## config.mk

```make
export PLATFORM = sky130hd
export DESIGN_NAME = mem_port_arbiter
export DESIGN_NICKNAME = d
export VERILOG_FILES = /design/src/rtl/mips_mem_pkg.sv /design/src/rtl/arb_latency_timer.sv /design/src/rtl/mem_port_arbiter.sv
export SDC_FILE = /design/constraint.sdc
export NUM_CORES = 1
export LEC_CHECK = 0
export CORE_ASPECT_RATIO = 0.5
export CORE_UTILIZATION = 32
export CTS_CLUSTER_DIAMETER = 80
export CTS_CLUSTER_SIZE = 12
export DETAILED_ROUTE_END_ITERATION = 8
export PLACE_DENSITY = 0.78
export SYNTH_ARGS = -nofsm -noshare
export SYNTH_HDL_FRONTEND = slang
export SYNTH_SLANG_ARGS = --single-unit
```

## constraint.sdc

```tcl
create_clock -name clk -period 2 [get_ports clk]
set_input_delay 0.3 -clock clk [delete_from_list [all_inputs] [get_ports clk]]
set_output_delay 0.3 -clock clk [all_outputs]
set_load 0.02 [all_outputs]
```

## src/rtl/mips_mem_pkg.sv

```systemverilog
// Shared types and default constants for the IF/MEM memory port arbiter.
package mips_mem_pkg;

   typedef enum logic [1:0] {
      ARB_IDLE = 2'd0,
      ARB_IF   = 2'd1,
      ARB_DM   = 2'd2
   } arb_state_t;

   typedef enum logic {
      GNT_IF = 1'b0,
      GNT_DM = 1'b1
   } grant_t;

   localparam int DEF_ADDR_W  = 32;
   localparam int DEF_DATA_W  = 32;
   localparam int DEF_MEM_LAT = 2;

endpackage

```

## src/rtl/arb_latency_timer.sv

```systemverilog
// Loadable down-counter that times the fixed memory latency; done while at zero.
module arb_latency_timer #(
   parameter int CNT_W = 2
) (
   input  logic             clk,
   input  logic             rst,
   input  logic             i_load,
   input  logic [CNT_W-1:0] i_load_val,
   output logic             o_done
);

   logic [CNT_W-1:0] r_count;

   always_ff @(posedge clk or posedge rst) begin
      if (rst) begin
         r_count <= '0;
      end else if (i_load) begin
         r_count <= i_load_val;
      end else if (r_count != '0) begin
         r_count <= r_count - CNT_W'(1);
      end
   end

   assign o_done = (r_count == '0);

endmodule

```

## src/rtl/mem_port_arbiter.sv

```systemverilog
// Shares one fixed-latency memory between the IF and MEM stages, one access at a time.
// ARB_ROUND_ROBIN_EN: alternate grants on simultaneous IF+DM requests (default: DM priority).
//
// state    | meaning
// ARB_IDLE | no access outstanding; arbitrate and grant this cycle
// ARB_IF   | fetch access in flight; ack (unless dropped) when timer expires
// ARB_DM   | data access in flight; ack when timer expires
module mem_port_arbiter
   import mips_mem_pkg::*;
#(
   parameter int ADDR_W  = DEF_ADDR_W,
   parameter int DATA_W  = DEF_DATA_W,
   parameter int MEM_LAT = DEF_MEM_LAT
) (
   input  logic              clk,
   input  logic              rst,
   input  logic              if_req,
   input  logic [ADDR_W-1:0] if_addr,
   input  logic              flush,
   output logic [DATA_W-1:0] if_rdata,
   output logic              if_ack,
   input  logic              dm_read,
   input  logic              dm_write,
   input  logic [ADDR_W-1:0] dm_addr,
   input  logic [DATA_W-1:0] dm_wdata,
   output logic [DATA_W-1:0] dm_rdata,
   output logic              dm_ack,
   output logic              stall_if,
   output logic              stall_mem,
   output logic              mem_en,
   output logic              mem_we,
   output logic [ADDR_W-1:0] mem_addr,
   output logic [DATA_W-1:0] mem_wdata,
   input  logic [DATA_W-1:0] mem_rdata
);

   localparam int CNT_W = $clog2(MEM_LAT + 1);
   localparam logic [CNT_W-1:0] LAT_LOAD = CNT_W'(MEM_LAT);

   arb_state_t        r_state;
   logic              r_mem_en;
   logic              r_mem_we;
   logic [ADDR_W-1:0] r_mem_addr;
   logic [DATA_W-1:0] r_mem_wdata;
   logic              r_drop;
   logic              w_dm_req;
   logic              w_gnt_if;
   logic              w_gnt_dm;
   logic              w_load;
   logic              w_done;
   logic              w_if_ack;
   logic              w_dm_ack;

`ifdef ARB_ROUND_ROBIN_EN
   grant_t r_last_gnt;
`endif

   assign w_dm_req = dm_read | dm_write;

   always_comb begin
      w_gnt_dm = w_dm_req;
      w_gnt_if = if_req & ~w_dm_req;
`ifdef ARB_ROUND_ROBIN_EN
      // On a tie, serve whichever side did not win the previous grant.
      if (if_req && w_dm_req) begin
         w_gnt_dm = (r_last_gnt == GNT_IF);
         w_gnt_if = (r_last_gnt == GNT_DM);
      end
`endif
   end

   assign w_load = (r_state == ARB_IDLE) & (w_gnt_if | w_gnt_dm);

   arb_latency_timer #(.CNT_W(CNT_W)) u_timer (
      .clk        (clk),
      .rst        (rst),
      .i_load     (w_load),
      .i_load_val (LAT_LOAD),
      .o_done     (w_done)
   );

   always_ff @(posedge clk or posedge rst) begin
      if (rst) begin
         r_state     <= ARB_IDLE;
         r_mem_en    <= 1'b0;
         r_mem_we    <= 1'b0;
         r_mem_addr  <= '0;
         r_mem_wdata <= '0;
         r_drop      <= 1'b0;
`ifdef ARB_ROUND_ROBIN_EN
         r_last_gnt  <= GNT_IF;
`endif
      end else begin
         r_mem_en <= 1'b0;
         r_mem_we <= 1'b0;
         case (r_state)
            ARB_IDLE: begin
               r_drop <= 1'b0;
               if (w_gnt_dm) begin
                  r_state     <= ARB_DM;
                  r_mem_en    <= 1'b1;
                  r_mem_we    <= dm_write;
                  r_mem_addr  <= dm_addr;
                  r_mem_wdata <= dm_wdata;
`ifdef ARB_ROUND_ROBIN_EN
                  r_last_gnt  <= GNT_DM;
`endif
               end else if (w_gnt_if) begin
                  r_state    <= ARB_IF;
                  r_mem_en   <= 1'b1;
                  r_mem_addr <= if_addr;
                  r_drop     <= flush;
`ifdef ARB_ROUND_ROBIN_EN
                  r_last_gnt <= GNT_IF;
`endif
               end
            end
            ARB_IF: begin
               if (flush) r_drop <= 1'b1;
               if (w_done) begin
                  r_state <= ARB_IDLE;
                  r_drop  <= 1'b0;
               end
            end
            ARB_DM: begin
               if (w_done) r_state <= ARB_IDLE;
            end
            default: r_state <= ARB_IDLE;
         endcase
      end
   end

   // A flushed fetch still runs to completion; only its ack is withheld.
   assign w_if_ack = (r_state == ARB_IF) & w_done & ~r_drop & ~flush;
   assign w_dm_ack = (r_state == ARB_DM) & w_done;

   assign if_ack    = w_if_ack;
   assign dm_ack    = w_dm_ack;
   assign if_rdata  = w_if_ack ? mem_rdata : '0;
   assign dm_rdata  = w_dm_ack ? mem_rdata : '0;
   assign stall_if  = if_req & ~w_if_ack;
   assign stall_mem = w_dm_req & ~w_dm_ack;
   assign mem_en    = r_mem_en;
   assign mem_we    = r_mem_we;
   assign mem_addr  = r_mem_addr;
   assign mem_wdata = r_mem_wdata;

endmodule
```

Word-level counts from Yosys, hierarchy flattened
Index checks and enable logic that the tools add are counted.
{"block": "totals", "register_bits": 71, "inputBits": 134, "out_inout_bits": 134, "wordCells": 59}
{"block": "classes", "addsub": 1, "n_eq_ne": 5, "n_mux": 20, "bitwise_logic": 15, "reduce_logical": 11}
{"cell": "two-way mux 32 bit", "n": 4}
{"cell": "two-way mux 2 bit", "n": 5}
{"cell": "two-way mux 1 bit", "n": 9}
{"cell": "bitwise AND 1 bit", "n": 8}
{"cell": "AND reduction 2 bit", "n": 4}
{"cell": "nonzero test 2 bit", "n": 4}
{"cell": "!= test 3 bit, second input constant", "n": 2}
{"cell": "inverter 1 bit", "n": 5}
{"cell": "logical NOT 2 bit", "n": 2}
{"cell": "one-hot mux 2 bit (2 select lines)", "n": 1}
{"cell": "equality test 2 x 1 -> 1 bit, second input constant", "n": 1}
{"cell": "equality test 2 bit, second input constant", "n": 1}
{"cell": "!= test 2 x 1 -> 1 bit, second input constant", "n": 1}
{"cell": "OR 1 bit", "n": 2}
{"cell": "one-hot mux 1 bit (2 select lines)", "n": 1}
{"cell": "OR reduction 2 bit", "n": 1}
{"cell": "subtractor 2 x 1 -> 2 bit, second input constant", "n": 1}

Longest topological paths before layout
Gate-level depths: netlist of the first run.
{"block": "logic_depth", "ltp_word": 6, "ltp_mapped": 7, "depth_no_buf": 5}

Hierarchy
A second synthesis of the first run with hierarchy kept.
{"block": "unflattened", "cells_unflattened": 327, "area_unflattened_um2": 3594.7}
{"mod": "mem_port_arbiter", "instances": 1, "cells_each": 314, "area_each_um2": 3467.1, "seq_area_each_um2": 1726.7}
{"mod": "arb_latency_timer", "instances": 1, "cells_each": 13, "area_each_um2": 127.6, "seq_area_each_um2": 50.0}

Worst setup path after synthesis of the first run
OpenSTA, ideal clock, no wires.
{"block": "synth_timing", "path_type": "register to output", "startpoint": "register r_state[1]", "endpoint": "output port if_rdata[22]", "arrival_ns": 1.374, "required_ns": 1.700, "setup_slack_ns": 0.326, "stages_incl_launch_ff": 6, "path_buffers": 1, "path_cell_list": "dfrtp_1 > inv_1 > ha_1 > and4bb_2 > buf_2 > and2_1"}
{"block": "synth_via", "elab_chain_cells": 5}
{"item": "start: declaration", "line": "mem_port_arbiter.sv:40", "source": "arb_state_t r_state;"}
{"item": "start signal: assignment", "line": "mem_port_arbiter.sv:84", "source": "r_state <= ARB_IDLE;"}
{"item": "start signal: assignment", "line": "mem_port_arbiter.sv:100", "source": "r_state <= ARB_DM;"}
{"item": "start signal: assignment", "line": "mem_port_arbiter.sv:109", "source": "r_state <= ARB_IF;"}
{"item": "equality test 2 x 1 -> 1 bit", "line": "mem_port_arbiter.sv:134", "source": "assign w_if_ack = (r_state == ARB_IF) & w_done & ~r_drop & ~flush;"}
{"item": "bitwise AND 1 bit (3 in series)", "line": "mem_port_arbiter.sv:134"}
{"item": "named net if_ack", "line": "mem_port_arbiter.sv:21", "source": "output logic if_ack,"}
{"item": "two-way mux 32 bit", "line": "mem_port_arbiter.sv:139", "source": "assign if_rdata = w_if_ack ? mem_rdata : '0;"}
{"item": "end: declaration", "line": "mem_port_arbiter.sv:20", "source": "output logic [DATA_W-1:0] if_rdata,"}
The timed path passes the listed nets, and every way through them passes these cells.

Worst setup path after layout of the first run
{"block": "layout_timing", "startpoint": "register r_state[1]", "endpoint": "output port if_rdata[15]"}
{"block": "layout_via", "elab_chain_cells": 5}
{"item": "equality test 2 x 1 -> 1 bit", "line": "mem_port_arbiter.sv:134"}
{"item": "bitwise AND 1 bit (3 in series)", "line": "mem_port_arbiter.sv:134"}
{"item": "two-way mux 32 bit", "line": "mem_port_arbiter.sv:139"}
No other way between the ends.

==> results.cfg, run 1 <==
[sta]
worst_slack_ps = -89.1
worst_pin_slew_ps = 549
skew_ps = 5.35
setup_viol = 17
tns_ps = -573
slew_violations = 0
max_slew_margin_pct = 63.4
rsz0062_at_grt = true
fmaxAchievable_mhz = 479
period_share_pct = 104
hold_violations = 0
min_period_ps = 2090

[clock_tree]
clk_path_buf_depth = 2
clk_latency_ps = 330
hold_buffers = 0
root_buffer = clkbuf_16
cts_made_buffers = 9
htreeDepth = 3
clock-sinks = 71
path_clk_slew_ps = 60
cts_tree = done

[yosys]
synth_top_cell_area_share_pct = 47.1
synth_enable_flop_cells = 0
yosysTopAreaCell = dfrtp_1
synthCells = 322
synth_cell_types = 30
ys_warn_count = 0
synth_seq_area_share_pct = 47.1
ys.flop_type = dfrtp_1
synth.avg_cell_area_sq_um = 11.7
synthTopCellsByCount = dfrtp_1, and2_1, nand2_1
syn_nets = 460
synth_area_sq_mm = 0.00377
ys_ff_latch = 71
synth.area.top_cells = dfrtp_1, mux2_4, mux2i_1
synth-async-reset-ratio_pct = 100
yosysMostFrequentCell = dfrtp_1

[worst_setup_path]
max_stage_delay_ps = 390
r2r_slack_ps = 240
critPathArrivalTime_ps = 1790
r2r_end = mem_wdata[28]
crit_required_ps = 1700
critPathKind = reg2out
crit_path_start = r_state[1]
critPathBufInv = 5
ff2ff_path_depth = 6
crit_family = buffers and inverters
start_kind = register
slowest_stage = dfrtp_1
path_cells = inv_2, ha_4, and4bb_4, buf_12, buf_6, buf_6, and2_4, buf_6
path_depth = 8
timing.critical_path.mode_cell = buf_6
timing.rr.start = r_state[0]
path_max_fanout = 7
cp-end-kind = output port

[layout]
finalNonFillerCells = 767
nFillCells = 960
area_growth_pct = 82.9
num_antenna_cells = 0
final_nets = 742
fin_area_sq_mm = 0.00690
final_util_pct = 61.3
drive_gt1_share_pct = 29.4
multi_input_area_sq_mm = 0.00181
seq_area_sq_mm = 0.00178

[routing]
vias_per_cell = 4.42
num_vias = 3390
wl_per_cell_um = 16.3
drt_wl_total_mm = 12.5
drt-initial-drc-count = 150
drc = 0
final_antenna_net_count = 0
dr.pass1.iters = 4

[power_and_ir_drop]
p_per_area_mw_per_mm2 = 1340
pwr-share-clk_pct = 15.3
p_seq_share_pct = 27.7
p_sw_share_pct = 38.3
power.total_w = 0.00925
switchingPower_w = 0.00354
combPwrFrac_pct = 56.9
vdd_drop_max_uv = 670
p_leak_nw = 3.22
internal-power_w = 0.00570

[flow_run]
max_cap_violations = 0

[placed_design]
placedCellCount = 743
port_buffers = 267
hpwl_mm = 9.68
dpl-instance-area_sq_mm = 0.00664
place_congestion = 0.947

[die]
rows = 27
die_h_um = 78.8
die_w_um = 156
die-area_sq_mm = 0.0123
initial_core_util_pct = 33.5
pin_count = 268
core_sq_mm = 0.0112

[global_routing]
antenna_found_initial = 0
grt_pass1_vias = 3420
grt_pass1_wl_mm = 18.8
grt_usage_pct = 20.3
grt_max_degree = 67
grt.overflow.total = 0

[outcome]
outcome = finished, violations left
violations = negative setup slack

[min_path]
hp-class = in2async
## worst reg2reg max path, stage by stage, from the launching register on
cell and delay, ps:
dfrtp_1 400, inv_1 80, buf_4 130, ha_1 310, o21ai_4 120, buf_12 240
mux2_2 360
## through the flow
step           hold slack (ps)  worst slack, ps
2_1_floorplan              435              326
3_3_place_gp               460             -219
3_5_place_dp               467             -288
4_1_cts                    408             -194
5_1_grt                    413             -145
6_report                   398            -89.1
## power groups by stage
stage	sequential, W	clock, W	combinational, W
2_1_floorplan	0.00337	0	0.00225
3_3_place_gp	0.00253	0	0.00520
3_5_place_dp	0.00257	0	0.00529
4_1_cts	0.00257	0.00147	0.00527
5_1_grt	0.00266	0.00156	0.00560
6_report	0.00256	0.00142	0.00526
## area by class of cell
cell class | instances | share of cell area (%)
well taps | 159 | 2.88
multi-input cells | 221 | 26.3
clock inverters | 5 | 0.508
clock buffers | 10 | 3.32
flip-flops and latches | 71 | 25.7
repair buffers | 294 | 40.8
inverters | 7 | 0.435
## placed cells by master, fill, tap and decap left out, types with 2 or more instances in the layout
master,Yosys,layout
and2_1,33,23
inv_2,0,3
o21ai_1,20,20
buf_12,5,7
buf_6,6,21
and3_1,32,31
clkdlybuf4s50_1,0,199
inv_1,7,3
clkbuf_2,2,21
a21oi_1,3,3
dfrtp_1,71,71
buf_4,0,31
buf_2,1,12
mux2i_1,32,32
mux2_2,4,4
nand2_1,33,33
mux2_4,29,29
o21ai_2,12,12
clkinv_2,0,2
clkbuf_16,0,10
ha_1,4,2
clkinvlp_4,0,2
ha_4,0,2
nor2_1,3,3
and2_4,0,10
nand2_2,3,3
nor2b_1,3,3
## sequential cells by signal, indices dropped and copies added, names as in the netlist
name,cells
mem_addr,32
mem_wdata,32
r_state,2
u_timer.r_count,2
mem_en,1
mem_we,1
r_drop,1
## metal layers
metal	routed length, um	up-vias	global-route usage [%]
met5	0	-	0
met4	204	0	5.98
met3	466	20	4.75
met1	5320	1609	25.3
met2	6540	89	35.1
li1	-	1672	-
## what timing repair did
action	4_1_cts	5_1_grt
pin swaps	1	4
resized for setup	246	82
setup endpoints to repair	68	62
gates cloned	1	1
buffers inserted	5	3
## cell families after synthesis
logic type      share of synthesized area [%]
xor+xnor                                0.232
compound gates                           7.36
fa+ha+maj                                1.33
mux                                      21.2
buf+inv                                  6.43
simple gates                             16.3
flops                                    47.1
## worst max path at each step
stage	endpoint	slack, ps
2_1_floorplan	if_rdata[22]	330
3_3_place_gp	if_rdata[26]	-220
3_5_place_dp	if_rdata[26]	-290
4_1_cts	if_rdata[4]	-190
5_1_grt	if_rdata[15]	-150
6_report	if_rdata[15]	-90
No activity file was read; power rests on OpenSTA's default activity.
==> run 2, diff against run 1 <==
ABC_CLOCK_PERIOD_IN_PS = 2000   (was default)
CTS_CLUSTER_DIAMETER = 200   (was 80)
SETUP_SLACK_MARGIN = 0.5   (was default)
==> results.cfg, run 2 (synthesis gave the netlist of run 1 again) <==
[routing]
drc = 0
drt_wl_total_mm = 13.3
wl_per_cell_um = 17.1
drt-initial-drc-count = 163
final_antenna_net_count = 0
dr.pass1.iters = 7
vias_per_cell = 4.60
num_vias = 3586

[outcome]
outcome = finished, violations left
violations = negative setup slack

[power_and_ir_drop]
pwr-share-clk_pct = 15.3
p_sw_share_pct = 38.8
power.total_w = 0.00965
p_leak_nw = 3.64
combPwrFrac_pct = 58.4
internal-power_w = 0.00591
p_seq_share_pct = 26.2
switchingPower_w = 0.00374
vdd_drop_max_uv = 622
p_per_area_mw_per_mm2 = 1290

[die]
core_sq_mm = 0.0112
pin_count = 268
rows = 27
die_h_um = 78.8
die-area_sq_mm = 0.0123
die_w_um = 156
initial_core_util_pct = 33.5

[worst_setup_path]
crit_required_ps = 1700
critPathKind = reg2out
start_kind = register
critPathArrivalTime_ps = 1740
r2r_slack_ps = 230
cp-end-kind = output port
path_max_fanout = 17

[sta]
worst_slack_ps = -35.9
worst_pin_slew_ps = 548
min_period_ps = 2040
period_share_pct = 102
rsz0062_at_grt = true
max_slew_margin_pct = 63.3
setup_viol = 33
whs_ps = 385
hold_violations = 0
fmaxAchievable_mhz = 491
skew_ps = 6.37
slew_violations = 0

[layout]
drive_gt1_share_pct = 39.7
num_antenna_cells = 0
mostFrequentLayoutCells = clkdlybuf4s50_1, dfrtp_1, dlygate4sd2_1
final_util_pct = 66.7
fin_area_sq_mm = 0.00751
layout_commonest_cell = clkdlybuf4s50_1
area_growth_pct = 98.9
final_nets = 753

[clock_tree]
clk_latency_ps = 340
clk_path_buf_depth = 2
path_clk_slew_ps = 60
htreeDepth = 3
clock-sinks = 71
hold_buffers = 0
cts_made_buffers = 9
root_buffer = clkbuf_16
cts_tree = done

[placed_design]
dpl-instance-area_sq_mm = 0.00679
place_congestion = 0.695
pre_cts_slack_ps = -300
port_buffers = 267
hpwl_mm = 9.29

[global_routing]
grt_use_met1_pct = 24.5
grt_pass1_wl_mm = 20.5
gr-usage-met2_pct = 41.6
use_met3_pct = 5.57
antenna_found_initial = 0
grt_pass1_vias = 3765
grt_usage_pct = 21.9
grt_max_degree = 50
grt-busiest-layer = met2
grt.overflow.total = 0

[flow_run]
max_cap_violations = 0

[min_path]
hp-class = in2async
run 2: cell types whose count changed in the layout (fill, tap and decap cells not counted), moves of 21 or more:
| cell | change |
|---|---|
| and2_4 | +22 |
| and2_1 | -22 |
| and3_1 | -29 |
| clkbuf_2 | -21 |
| dlygate4sd2_1 | +47 |
| clkdlybuf4s15_2 | +31 |
| and3_2 | +30 |
| clkdlybuf4s50_1 | -67 |
| dlymetal6s2s_1 | +21 |
run 2: routing by layer:
| layer | up-vias | wire length (um) |
|---|---|---|
| met5 | - | 0 |
| met4 | 0 | 197 |
| met3 | 18 | 627 |
| met2 | 111 | 7330 |
| met1 | 1753 | 5180 |
| li1 | 1704 | - |
run 2: final cells by class:
class / instances / area [sq um]
Sequential cell: 71 / 1780
Clock buffer: 12 / 256
Timing Repair Buffer: 305 / 3300
Clock inverter: 4 / 20.0
Fill cell: 860 / 3740
Multi-Input combinational cell: 221 / 1930
Inverter: 7 / 30.0
Tap cell: 159 / 199
run 2: critical path: stages, from the launching register on:
cell      delay, ps
dfrtp_1         420
ha_4            180
and4bb_2        230
buf_4           140
buf_12          140
and2_4          160
buf_6           120
run 2: path summary, 6_finish.rpt:
| path | start | end | cells past startpoint |
|---|---|---|---|
| min reg2reg | mem_addr[8] | mem_addr[8] | 2 |
| max reg2reg | r_state[0] | mem_wdata[26] | 6 |
| max | r_state[0] | if_rdata[31] | 6 |
| min in group clk | mem_addr[8] | mem_addr[8] | 2 |
| min | rst | mem_addr[10] | 3 |
| max in group asynchronous | rst | mem_wdata[13] | 3 |
run 2: stage by stage:
step	setup TNS (ps)	instances
2_1_floorplan	0	322
3_5_place_dp	-10190	747
4_1_cts	-1020	774
3_3_place_gp	-8990	747
6_report	-492	779
5_1_grt	-3200	779
run 2: what timing repair did:
item | 4_1_cts | 5_1_grt
hold endpoints to repair | 0 | 0
setup endpoints to repair | 202 | 159
pin swaps | 7 | 2
cloned | 8 | 1
setup buffers | 3 | 4
resized for setup | 370 | 33
run 2: power groups by stage:
stage | registers (W) | clock network (W) | logic [W]
2_1_floorplan | 0.00337 | 0 | 0.00230
3_3_place_gp | 0.00252 | 0 | 0.00525
3_5_place_dp | 0.00256 | 0 | 0.00532
4_1_cts | 0.00253 | 0.00152 | 0.00556
5_1_grt | 0.00263 | 0.00157 | 0.00598
6_report | 0.00253 | 0.00148 | 0.00564
==> run 3, diff against run 2 <==
CAP_MARGIN = 10   (was default)
==> results of run 3 <==
The final DEF is identical to that of run 2; final timing and power are the same.
